File: src/rtl/mmio_tilelink_responder_pkg.sv
// Shared widths, TileLink type codes and FSM states
// for the MMIO TileLink responder.
package mmio_tilelink_responder_pkg;

    localparam int ADDR_BLOCK_W = 26;
    localparam int BEAT_W       = 3;
    localparam int XACT_W       = 2;
    localparam int DATA_W       = 64;
    localparam int UNION_W      = 12;
    localparam int A_TYPE_W     = 3;
    localparam int G_TYPE_W     = 4;
    localparam int MASK_W       = DATA_W / 8;
    localparam int MEM_ADDR_W   = ADDR_BLOCK_W + BEAT_W;

    localparam logic [A_TYPE_W-1:0] A_GET     = 3'd0;
    localparam logic [A_TYPE_W-1:0] A_GET_BLK = 3'd1;
    localparam logic [A_TYPE_W-1:0] A_PUT     = 3'd2;
    localparam logic [A_TYPE_W-1:0] A_PUT_BLK = 3'd3;

    localparam logic [G_TYPE_W-1:0] G_PUT_ACK  = 4'd3;
    localparam logic [G_TYPE_W-1:0] G_GET_BEAT = 4'd4;
    localparam logic [G_TYPE_W-1:0] G_GET_BLK  = 4'd5;

    typedef enum logic [2:0] {
        S_IDLE,
        S_PUTBLK,
        S_RD_REQ,
        S_RD_WAIT,
        S_GNT
    } state_e;

endpackage

File: src/rtl/mmio_tilelink_responder_if.sv
// Acquire / Grant / backend memory bundle of the responder.
// slave is the responder's view, master the client+backend view.
interface mmio_tilelink_responder_if;
    import mmio_tilelink_responder_pkg::*;

    logic                    acq_ready;
    logic                    acq_valid;
    logic [ADDR_BLOCK_W-1:0] acq_addr_block;
    logic [XACT_W-1:0]       acq_client_xact_id;
    logic [BEAT_W-1:0]       acq_addr_beat;
    logic                    acq_is_builtin_type;
    logic [A_TYPE_W-1:0]     acq_a_type;
    logic [UNION_W-1:0]      acq_union;
    logic [DATA_W-1:0]       acq_data;

    logic                    gnt_ready;
    logic                    gnt_valid;
    logic [BEAT_W-1:0]       gnt_addr_beat;
    logic [XACT_W-1:0]       gnt_client_xact_id;
    logic                    gnt_manager_xact_id;
    logic                    gnt_is_builtin_type;
    logic [G_TYPE_W-1:0]     gnt_g_type;
    logic [DATA_W-1:0]       gnt_data;

    logic                    mem_req_valid;
    logic                    mem_req_ready;
    logic                    mem_req_write;
    logic [MEM_ADDR_W-1:0]   mem_req_addr;
    logic [DATA_W-1:0]       mem_req_wdata;
    logic [MASK_W-1:0]       mem_req_wmask;
    logic                    mem_resp_valid;
    logic [DATA_W-1:0]       mem_resp_rdata;

    modport slave (
        output acq_ready,
        input  acq_valid, acq_addr_block, acq_client_xact_id,
        input  acq_addr_beat, acq_is_builtin_type, acq_a_type,
        input  acq_union, acq_data,
        input  gnt_ready,
        output gnt_valid, gnt_addr_beat, gnt_client_xact_id,
        output gnt_manager_xact_id, gnt_is_builtin_type,
        output gnt_g_type, gnt_data,
        output mem_req_valid, mem_req_write, mem_req_addr,
        output mem_req_wdata, mem_req_wmask,
        input  mem_req_ready, mem_resp_valid, mem_resp_rdata
    );

    modport master (
        input  acq_ready,
        output acq_valid, acq_addr_block, acq_client_xact_id,
        output acq_addr_beat, acq_is_builtin_type, acq_a_type,
        output acq_union, acq_data,
        output gnt_ready,
        input  gnt_valid, gnt_addr_beat, gnt_client_xact_id,
        input  gnt_manager_xact_id, gnt_is_builtin_type,
        input  gnt_g_type, gnt_data,
        input  mem_req_valid, mem_req_write, mem_req_addr,
        input  mem_req_wdata, mem_req_wmask,
        output mem_req_ready, mem_resp_valid, mem_resp_rdata
    );

endinterface

File: src/rtl/mmio_tilelink_responder.sv
// TileLink Acquire/Grant responder bridging one outstanding
// transaction at a time onto a simple request/response memory port.
module mmio_tilelink_responder
    import mmio_tilelink_responder_pkg::*;
#(
    parameter int BEATS = 8
) (
    input  logic                     clk,
    input  logic                     reset,
    mmio_tilelink_responder_if.slave bus,
    output logic                     err_unsupported
);

    localparam logic [BEAT_W-1:0] BEAT_LAST = BEAT_W'(BEATS - 1);
    localparam logic [BEAT_W-1:0] BEAT_ONE  = BEAT_W'(1);

    state_e                  state_q, state_d;
    logic [BEAT_W-1:0]       beat_q, beat_d;
    logic [XACT_W-1:0]       tag_q, tag_d;
    logic [ADDR_BLOCK_W-1:0] addr_q, addr_d;
    logic                    blk_q, blk_d;
    logic [G_TYPE_W-1:0]     gtype_q, gtype_d;
    logic [DATA_W-1:0]       data_q, data_d;
    logic                    err_q, err_d;

    logic is_get, is_get_blk, is_put, is_put_blk;
    logic beat_match, acq_fire_wr;
    logic unused_union;

    assign is_get     = bus.acq_is_builtin_type && (bus.acq_a_type == A_GET);
    assign is_get_blk = bus.acq_is_builtin_type && (bus.acq_a_type == A_GET_BLK);
    assign is_put     = bus.acq_is_builtin_type && (bus.acq_a_type == A_PUT);
    assign is_put_blk = bus.acq_is_builtin_type && (bus.acq_a_type == A_PUT_BLK);
    assign beat_match = is_put_blk && (bus.acq_addr_beat == beat_q);
    assign acq_fire_wr = bus.acq_valid && bus.mem_req_ready;

    assign unused_union = ^{bus.acq_union[UNION_W-1:9], bus.acq_union[0]};

    always_ff @(posedge clk or negedge reset) begin
        if (!reset) begin
            state_q <= S_IDLE;
            beat_q  <= '0;
            tag_q   <= '0;
            addr_q  <= '0;
            blk_q   <= 1'b0;
            gtype_q <= '0;
            data_q  <= '0;
            err_q   <= 1'b0;
        end else begin
            state_q <= state_d;
            beat_q  <= beat_d;
            tag_q   <= tag_d;
            addr_q  <= addr_d;
            blk_q   <= blk_d;
            gtype_q <= gtype_d;
            data_q  <= data_d;
            err_q   <= err_d;
        end
    end

    always_comb begin
        state_d = state_q;
        beat_d  = beat_q;
        tag_d   = tag_q;
        addr_d  = addr_q;
        blk_d   = blk_q;
        gtype_d = gtype_q;
        data_d  = data_q;
        err_d   = err_q;

        bus.acq_ready     = 1'b0;
        bus.mem_req_valid = 1'b0;
        bus.mem_req_write = 1'b0;
        bus.mem_req_addr  = {addr_q, beat_q};
        bus.mem_req_wdata = '0;
        bus.mem_req_wmask = '0;

        unique case (state_q)
            S_IDLE: begin
                if (is_put || is_put_blk) begin
                    // Single-beat writes pass straight through to the backend
                    bus.acq_ready     = bus.mem_req_ready;
                    bus.mem_req_valid = bus.acq_valid;
                    bus.mem_req_write = 1'b1;
                    bus.mem_req_addr  = {bus.acq_addr_block, bus.acq_addr_beat};
                    bus.mem_req_wdata = bus.acq_data;
                    bus.mem_req_wmask = is_put_blk ? '1 : bus.acq_union[8:1];
                    if (acq_fire_wr) begin
                        tag_d   = bus.acq_client_xact_id;
                        addr_d  = bus.acq_addr_block;
                        blk_d   = 1'b0;
                        gtype_d = G_PUT_ACK;
                        if (is_put || BEAT_LAST == '0) begin
                            state_d = S_GNT;
                            beat_d  = '0;
                        end else begin
                            state_d = S_PUTBLK;
                            beat_d  = beat_q + BEAT_ONE;
                        end
                    end
                end else begin
                    bus.acq_ready = 1'b1;
                    if (bus.acq_valid) begin
                        tag_d  = bus.acq_client_xact_id;
                        addr_d = bus.acq_addr_block;
                        if (is_get || is_get_blk) begin
                            blk_d   = is_get_blk;
                            beat_d  = is_get_blk ? '0 : bus.acq_addr_beat;
                            gtype_d = is_get_blk ? G_GET_BLK : G_GET_BEAT;
                            state_d = S_RD_REQ;
                        end else begin
                            err_d   = 1'b1;
                            blk_d   = 1'b0;
                            beat_d  = '0;
                            gtype_d = G_PUT_ACK;
                            state_d = S_GNT;
                        end
                    end
                end
            end
            S_PUTBLK: begin
                if (beat_match) begin
                    bus.acq_ready     = bus.mem_req_ready;
                    bus.mem_req_valid = bus.acq_valid;
                    bus.mem_req_write = 1'b1;
                    bus.mem_req_wdata = bus.acq_data;
                    bus.mem_req_wmask = '1;
                    if (acq_fire_wr) begin
                        if (beat_q == BEAT_LAST) begin
                            state_d = S_GNT;
                            beat_d  = '0;
                        end else begin
                            beat_d = beat_q + BEAT_ONE;
                        end
                    end
                end else begin
                    // Stray beats are swallowed so the client cannot wedge
                    bus.acq_ready = 1'b1;
                    if (bus.acq_valid) err_d = 1'b1;
                end
            end
            S_RD_REQ: begin
                bus.mem_req_valid = 1'b1;
                if (bus.mem_req_ready) state_d = S_RD_WAIT;
            end
            S_RD_WAIT: begin
                if (bus.mem_resp_valid) begin
                    data_d  = bus.mem_resp_rdata;
                    state_d = S_GNT;
                end
            end
            S_GNT: begin
                if (bus.gnt_ready) begin
                    if (blk_q && beat_q != BEAT_LAST) begin
                        beat_d  = beat_q + BEAT_ONE;
                        state_d = S_RD_REQ;
                    end else begin
                        beat_d  = '0;
                        state_d = S_IDLE;
                    end
                end
            end
            default: state_d = S_IDLE;
        endcase
    end

    assign bus.gnt_valid           = (state_q == S_GNT);
    assign bus.gnt_addr_beat       = (gtype_q == G_PUT_ACK) ? '0 : beat_q;
    assign bus.gnt_client_xact_id  = tag_q;
    assign bus.gnt_manager_xact_id = 1'b0;
    assign bus.gnt_is_builtin_type = 1'b1;
    assign bus.gnt_g_type          = gtype_q;
    assign bus.gnt_data            = data_q;
    assign err_unsupported         = err_q;

endmodule

File: src/flat_wrapper.sv
// flat-port wrapper written by rule: the top's interface ports become plain ports
module mmio_tilelink_responder_flat import mmio_tilelink_responder_pkg::*;
#(
    parameter int BEATS = 8
)
  (clk, reset, err_unsupported, bus_acq_ready, bus_acq_valid, bus_acq_addr_block, bus_acq_client_xact_id, bus_acq_addr_beat, bus_acq_is_builtin_type, bus_acq_a_type, bus_acq_union, bus_acq_data, bus_gnt_ready, bus_gnt_valid, bus_gnt_addr_beat, bus_gnt_client_xact_id, bus_gnt_manager_xact_id, bus_gnt_is_builtin_type, bus_gnt_g_type, bus_gnt_data, bus_mem_req_valid, bus_mem_req_write, bus_mem_req_addr, bus_mem_req_wdata, bus_mem_req_wmask, bus_mem_req_ready, bus_mem_resp_valid, bus_mem_resp_rdata);
  mmio_tilelink_responder_if bus_i ();
  input  logic clk;
  input  logic reset;
  output logic err_unsupported;
  output wire logic [$bits(bus_i.acq_ready)-1:0] bus_acq_ready;
  input wire logic [$bits(bus_i.acq_valid)-1:0] bus_acq_valid;
  input wire logic [$bits(bus_i.acq_addr_block)-1:0] bus_acq_addr_block;
  input wire logic [$bits(bus_i.acq_client_xact_id)-1:0] bus_acq_client_xact_id;
  input wire logic [$bits(bus_i.acq_addr_beat)-1:0] bus_acq_addr_beat;
  input wire logic [$bits(bus_i.acq_is_builtin_type)-1:0] bus_acq_is_builtin_type;
  input wire logic [$bits(bus_i.acq_a_type)-1:0] bus_acq_a_type;
  input wire logic [$bits(bus_i.acq_union)-1:0] bus_acq_union;
  input wire logic [$bits(bus_i.acq_data)-1:0] bus_acq_data;
  input wire logic [$bits(bus_i.gnt_ready)-1:0] bus_gnt_ready;
  output wire logic [$bits(bus_i.gnt_valid)-1:0] bus_gnt_valid;
  output wire logic [$bits(bus_i.gnt_addr_beat)-1:0] bus_gnt_addr_beat;
  output wire logic [$bits(bus_i.gnt_client_xact_id)-1:0] bus_gnt_client_xact_id;
  output wire logic [$bits(bus_i.gnt_manager_xact_id)-1:0] bus_gnt_manager_xact_id;
  output wire logic [$bits(bus_i.gnt_is_builtin_type)-1:0] bus_gnt_is_builtin_type;
  output wire logic [$bits(bus_i.gnt_g_type)-1:0] bus_gnt_g_type;
  output wire logic [$bits(bus_i.gnt_data)-1:0] bus_gnt_data;
  output wire logic [$bits(bus_i.mem_req_valid)-1:0] bus_mem_req_valid;
  output wire logic [$bits(bus_i.mem_req_write)-1:0] bus_mem_req_write;
  output wire logic [$bits(bus_i.mem_req_addr)-1:0] bus_mem_req_addr;
  output wire logic [$bits(bus_i.mem_req_wdata)-1:0] bus_mem_req_wdata;
  output wire logic [$bits(bus_i.mem_req_wmask)-1:0] bus_mem_req_wmask;
  input wire logic [$bits(bus_i.mem_req_ready)-1:0] bus_mem_req_ready;
  input wire logic [$bits(bus_i.mem_resp_valid)-1:0] bus_mem_resp_valid;
  input wire logic [$bits(bus_i.mem_resp_rdata)-1:0] bus_mem_resp_rdata;
  assign bus_acq_ready = bus_i.acq_ready;
  assign bus_i.acq_valid = bus_acq_valid;
  assign bus_i.acq_addr_block = bus_acq_addr_block;
  assign bus_i.acq_client_xact_id = bus_acq_client_xact_id;
  assign bus_i.acq_addr_beat = bus_acq_addr_beat;
  assign bus_i.acq_is_builtin_type = bus_acq_is_builtin_type;
  assign bus_i.acq_a_type = bus_acq_a_type;
  assign bus_i.acq_union = bus_acq_union;
  assign bus_i.acq_data = bus_acq_data;
  assign bus_i.gnt_ready = bus_gnt_ready;
  assign bus_gnt_valid = bus_i.gnt_valid;
  assign bus_gnt_addr_beat = bus_i.gnt_addr_beat;
  assign bus_gnt_client_xact_id = bus_i.gnt_client_xact_id;
  assign bus_gnt_manager_xact_id = bus_i.gnt_manager_xact_id;
  assign bus_gnt_is_builtin_type = bus_i.gnt_is_builtin_type;
  assign bus_gnt_g_type = bus_i.gnt_g_type;
  assign bus_gnt_data = bus_i.gnt_data;
  assign bus_mem_req_valid = bus_i.mem_req_valid;
  assign bus_mem_req_write = bus_i.mem_req_write;
  assign bus_mem_req_addr = bus_i.mem_req_addr;
  assign bus_mem_req_wdata = bus_i.mem_req_wdata;
  assign bus_mem_req_wmask = bus_i.mem_req_wmask;
  assign bus_i.mem_req_ready = bus_mem_req_ready;
  assign bus_i.mem_resp_valid = bus_mem_resp_valid;
  assign bus_i.mem_resp_rdata = bus_mem_resp_rdata;
  mmio_tilelink_responder #(.BEATS(BEATS)) u_core (.clk(clk), .reset(reset), .bus(bus_i), .err_unsupported(err_unsupported));
endmodule
File: config.mk
export PLATFORM = sky130hd
export DESIGN_NAME = mmio_tilelink_responder_flat
export DESIGN_NICKNAME = d
export VERILOG_FILES = /design/src/rtl/mmio_tilelink_responder_pkg.sv /design/src/rtl/mmio_tilelink_responder_if.sv /design/src/rtl/mmio_tilelink_responder.sv /design/src/flat_wrapper.sv
export SDC_FILE = /design/constraint.sdc
export NUM_CORES = 1
export LEC_CHECK = 0
export CORE_ASPECT_RATIO = 1.75
export CORE_MARGIN = 1.5
export CORE_UTILIZATION = 25
export CTS_CLUSTER_DIAMETER = 60
export DETAILED_ROUTE_END_ITERATION = 16
export HOLD_SLACK_MARGIN = 0.1
export SLEW_MARGIN = 20
export SYNTH_ARGS = -nofsm -noshare
export SYNTH_HDL_FRONTEND = slang
export SYNTH_SLANG_ARGS = --single-unit
File: constraint.sdc
create_clock -name clk -period 4.7 [get_ports clk]
set_input_delay 0.94 -clock clk [delete_from_list [all_inputs] [get_ports clk]]
set_output_delay 0.94 -clock clk [all_outputs]
set_load 0.02 [all_outputs]
## Word-level counts from Yosys, hierarchy flattened

Cells that the tools add are included.

- Flip-flop bits (word level): 104
- Input port bits: 181
- Output and inout bits: 181
- Word-level logic and storage cells: 118

- Add/sub/neg operators: 1
- Eq/ne operators: 25
- Mux-type cells: 65
- Reduce and logical (&&, ||, !) cells: 19

Operator list:

| kind | count |
|---|---|
| 64-bit 2-to-1 mux | 2 |
| 64-bit case mux with 2 select lines | 1 |
| 26-bit 2-to-1 mux | 3 |
| 3-bit 2-to-1 mux | 23 |
| 29-bit 2-to-1 mux | 2 |
| 8-bit 2-to-1 mux | 3 |
| 1-bit 2-to-1 mux | 16 |
| 4-bit 2-to-1 mux | 4 |
| 2-bit inequality test (second input constant) | 8 |
| 8-bit case mux with 2 select lines | 1 |
| 3-bit case mux with 5 select lines | 1 |
| 3-bit by 2-bit == test with 1-bit output (second input constant) | 4 |
| 6-bit AND reduction | 2 |
| 3-bit case mux with 3 select lines | 1 |
| 2-bit 2-to-1 mux | 4 |
| 2-bit by 1-bit inequality test with 1-bit output (second input constant) | 4 |
| 8-bit AND reduction | 1 |
| 1-bit logical AND | 7 |
| 3-bit by 1-bit == test with 1-bit output (second input constant) | 2 |
| 3-bit == test (second input constant) | 2 |
| 3-bit zero test | 2 |
| 3-bit by 2-bit inequality test with 1-bit output (second input constant) | 2 |
| 1-bit case mux with 2 select lines | 3 |
| 4-bit by 2-bit == test with 1-bit output (second input constant) | 1 |
| other kinds (9) | 11 |

## Longest topological paths before layout

- Depth after elaboration: 7
- Gate-level depth with buffers: 6

## Worst setup path before layout

No wires, ideal clock.

- Kind: in2out
- Start: in bus_acq_a_type[2]
- End: out bus_mem_req_addr[18]
- Arrival: 2.222 ns
- Required time: 3.760 ns
- Setup slack: 1.538 ns
- Cell stages on the path: 5
- Cells stage by stage: nand3b_2 > or4_4 > buf_6 > buf_6 > mux2_4

- Cells in the longest elaborated chain, start to end: 5
- Elaborated cells on any way between the ends: 7
- Those cells by class: eq/ne (2); mux (2); reduce/logical (3)

RTL lines:

| element | line | source |
|---|---|---|
| start: declaration | flat_wrapper.sv:17 | `input wire logic [$bits(bus_i.acq_a_type)-1:0] bus_acq_a_type;` |
| 3-bit by 2-bit == test with 1-bit output (on tied branches) | mmio_tilelink_responder.sv:32, mmio_tilelink_responder.sv:33 |  |
| 1-bit logical AND (on tied branches) | mmio_tilelink_responder.sv:32, mmio_tilelink_responder.sv:33 |  |
| 1-bit logical OR (*) | mmio_tilelink_responder.sv:80 | `if (is_put \|\| is_put_blk) begin` |
| 29-bit 2-to-1 mux (*) | mmio_tilelink_responder.sv:80 |  |
| 29-bit 2-to-1 mux (*) | mmio_tilelink_responder.sv:78 | `unique case (state_q)` |
| end: declaration | flat_wrapper.sv:30 | `output wire logic [$bits(bus_i.mem_req_addr)-1:0] bus_mem_req_addr;` |

Mark *: on every way between the ends. The rest lies on a longest branch, timed or not.

## Worst setup path after layout

- Start: in bus_acq_a_type[1]
- End: out bus_mem_req_wdata[48]

- Cells in the longest elaborated chain, start to end: 5
- Elaborated cells on any way between the ends: 9
- Those cells by class: eq/ne (2); mux (3); reduce/logical (4)

RTL lines:

| element | line | source |
|---|---|---|
| 3-bit by 2-bit == test with 1-bit output (on tied branches) | mmio_tilelink_responder.sv:33, mmio_tilelink_responder.sv:32 |  |
| 1-bit logical AND (on tied branches) | mmio_tilelink_responder.sv:33, mmio_tilelink_responder.sv:32 |  |
| 1-bit logical AND / 1-bit logical OR (equally long branches) | mmio_tilelink_responder.sv:34, mmio_tilelink_responder.sv:80 |  |
| 64-bit 2-to-1 mux (on tied branches) | mmio_tilelink_responder.sv:122, mmio_tilelink_responder.sv:80 |  |
| 64-bit case mux with 2 select lines (*) | mmio_tilelink_responder.sv:78 |  |
| end: declaration | flat_wrapper.sv:31 | `output wire logic [$bits(bus_i.mem_req_wdata)-1:0] bus_mem_req_wdata;` |

Marked as above.

==> impl_metrics.tcl <==
set metrics [dict create \
    hold_viol_final 0 \
    post_drt_via_cell_ratio 4.538 \
    synth_top_flop_cell "dfrtp_1" \
    gp_congestion 0.8995 \
    wire_length_of_the_first_global_routing_pass_mm 28.32 \
    floorplan_row_count 70 \
    timing.reg2reg.worst_path_depth 4 \
    timing.critical_path.slowest_stage_cell "clkdlybuf4s50_1" \
    synth_edf_count 0 \
    critical_path.max_fanout 25 \
    largest_net_degree_at_the_start_of_global_routing 69 \
    number_of_buffers_created_by_cts 9 \
    yosysUniqueCellTypes 46 \
    drt_drc_violations_left 0 \
    share_of_flip_flops_with_an_asynchronous_set_or_reset_after_synthesis_pct 100.0 \
    min_period_over_period_pct 94.04 \
    r2r-end "u_core.addr_q[21]" \
    r2r_setup_slack_ps 2510 \
    place_ws_ps 250.6 \
    synth_largest_type_area_fraction_pct 49.05 \
    resize_count_post_cts 0 \
    grt_overflow 0 \
    crit_path_cell_trace "clkdlybuf4s50_1 > and3b_1 > nand2_1 > a21oi_4 > buf_4 > and2_1 > clkdlybuf4s50_1" \
    startpoint_type "primary input" \
    cts-root-buf "clkbuf_16" \
    drive_above_1_share_pct 20.47 \
    areaGrowthSynthToFinish_pct 78.29 \
    fin_worst_skew_ps 7.419 \
    worst-endpoint-required_ps 3760 \
    dp_hpwl_mm 14.98 \
    mappedNetlistArea_um2 5255 \
    post-route-util_pct 45.14 \
    max-slew-margin-rel_pct 38.65 \
    wl_per_cell_um 18.41 \
    detail_route.first_pass.iterations 4 \
    worst_slack_ps 280.3 \
    tightest_pin_transition_ps 920.3 \
    detailed_place.area_um2 9046 \
    dieWidth_um 112.6 \
    worst_skew_pair.late_latency_ps 350 \
    worstHoldStart "u_core.err_unsupported" \
    core_region_area_um2 20760 \
    min_path_type "reg2reg" \
    min_delay_worst_endpoint "u_core.err_unsupported" \
    io_pins 362 \
    cts_tree "yes" \
    rsz0062_at_grt "false" \
    globalRouteTotalUtil_pct 16.87 \
    fin_setup_tns_ps 0 \
    synth_area_per_cell_um2 12.57 \
    worst_r2r_startpoint "u_core.state_q[2]" \
    final.min_clock_period_ps 4420 \
    synthDominantAreaCellType "dfrtp_1" \
    cts.repair_timing.setup_buffer_count 0 \
    netlist_instances 418 \
    initial_utilization_pct 25.32 \
    setup_violations 0 \
    initialDrtViolationCount 116 \
    synth-seq-area-share_pct 49.05 \
    worst_ir_drop_vdd_v 0.0001642 \
    min_delay_path_depth 1 \
    synth.ff_latch_count 103 \
    achievable-frequency_mhz 226.3 \
    power_density_nw_per_um2 486.8 \
    grt_pass1_vias 5180 \
    final_cell_area_um2 9369 \
    fin_total_pwr_mw 4.561 \
    die_height_um 194.8 \
    routed-via-count 4624 \
    cts.sinks 103 \
    grt_antenna_before_repair 0 \
    clk_pin_slew_ps 70 \
    h_tree_level_count 3 \
    fp.dieArea_um2 21930 \
    port_buffers 354 \
    ant_nets 0 \
    outcome "finished, final reports clean" \
    critical_path.max_stage_delay_ps 650 \
    crit_type "in2out" \
    ctsLongestPathBuffers 2 \
    report.final.slew_viol_count 0 \
    critical_path.endpoint_type "output pin" \
    n_antenna_cell 0 \
    cts_hold_repair.buffers 0 \
    setup.worst_path.start "bus_acq_a_type[1]" \
    num-nets-final 945 \
    drt-total-wl_mm 18.76 \
    leakage_nw 3.888 \
    synth_top_area_cells "dfrtp_1, mux2_2, and2_1" \
    crit_arrival_ps 3480 \
    timing.max_cap.violations 0 \
    ys.warnings.count 0 \
    critical-path-top-cell-by-count "clkdlybuf4s50_1" \
]
## cell usage after synthesis, types with 2 or more instances
master	number
o21ai_0	5
xnor2_1	4
a21o_1	3
nand3_1	2
clkbuf_1	7
dfrtp_1	103
buf_4	3
a22oi_1	3
nand2_1	7
a21oi_1	8
nand3b_1	3
and2_1	69
inv_1	6
buf_2	15
nor2b_1	2
buf_6	2
conb_1	2
mux2_2	117
o21a_1	9
nand2b_1	3
mux2_4	10
ha_1	2
o2bb2ai_1	3
a211oi_1	3
nor2_1	6
## through the flow
step	std cells	hold slack, ps
after global placement	1002	445.2
after detailed placement	1002	448.2
after global routing	1019	500.4
final	1019	464.6
after floorplan	419	471.7
after CTS	1018	470.5
## worst max-delay path: cells and delay by family
| family | cells | cell delay, ps |
|---|---|---|
| compound gates | 1 | 430 |
| simple gates | 3 | 570 |
| buf+inv | 3 | 1540 |
## worst max-delay path by stage
| stage | end | cells past startpoint |
|---|---|---|
| final | bus_mem_req_wdata[48] | 7 |
| after global routing | bus_mem_req_wdata[17] | 7 |
| after CTS | bus_mem_req_wdata[48] | 7 |
| after detailed placement | bus_mem_req_wdata[48] | 7 |
| after global placement | bus_mem_req_wdata[42] | 7 |
| after floorplan | bus_mem_req_addr[18] | 5 |
## power by group
| group | switching (mW) | internal (mW) | leakage, nW |
|---|---|---|---|
| clock | 0.353 | 0.382 | 0.146 |
| sequential | 0.224 | 1.30 | 1.27 |
| combinational | 1.01 | 1.28 | 2.48 |
## logic make-up (layout without fill, tap and decap cells)
kind of cell             count (synthesis)  in the layout  share of synthesized area [%]
AO/OA/AOI/OAI                           45             45                          6.524
XOR/XNOR                                 4              4                         0.6666
adder cells (fa/ha/maj)                  2              2                         0.4761
buffers and inverters                   34            382                          3.286
flip-flops                             103            103                          49.05
multiplexers                           127            127                          27.93
other                                    2              3                         0.1429
AND/OR/NAND/NOR                        101            101                          11.93
## registers in the layout, indices dropped and copies added (netlist names)
register	flops
u_core.bus.gnt_data	64
u_core.addr_q	26
u_core.beat_q	3
u_core.bus.gnt_g_type	3
u_core.state_q	3
u_core.bus.gnt_client_xact_id	2
u_core.blk_q	1
u_core.err_unsupported	1
## layer usage
| metal | up-vias | track usage, % | wire (µm) |
|---|---|---|---|
| met3 | 34 | 3.492 | 1186 |
| met5 | - | 0 | 0 |
| met2 | 228 | 34.44 | 10890 |
| met1 | 2224 | 14.89 | 5923 |
| met4 | 0 | 8.673 | 758 |
| li1 | 2138 | - | - |
## area by class of cell
| type | count | area, µm² |
|---|---|---|
| fill | 1922 | 11390 |
| timing repair buffer | 360 | 3631 |
| sequential | 103 | 2577 |
| multi-input combinational | 282 | 2527 |
| tap | 252 | 315.3 |
| clock buffer | 10 | 239.0 |
| clock inverter | 6 | 56.30 |
| inverter | 6 | 22.52 |
## placed cells by master, fill, tap and decap left out, types with 2 or more instances in the layout
cell	netlist	routed
clkdlybuf4s50_1	0	353
mux2_2	117	117
dfrtp_1	103	103
and2_1	69	69
mux2_4	10	10
o21a_1	9	9
clkbuf_16	0	9
a21oi_1	8	8
nand2_1	7	7
nor2_1	6	6
inv_1	6	6
o21ai_0	5	5
xnor2_1	4	4
buf_4	3	4
nand3b_1	3	3
a211oi_1	3	3
nand2b_1	3	3
a22oi_1	3	3
o2bb2ai_1	3	3
a21o_1	3	3
conb_1	2	3
clkinv_4	0	3
nor2b_1	2	2
nand3_1	2	2
ha_1	2	2
buf_12	0	2
No activity file was read; power rests on OpenSTA's default activity.
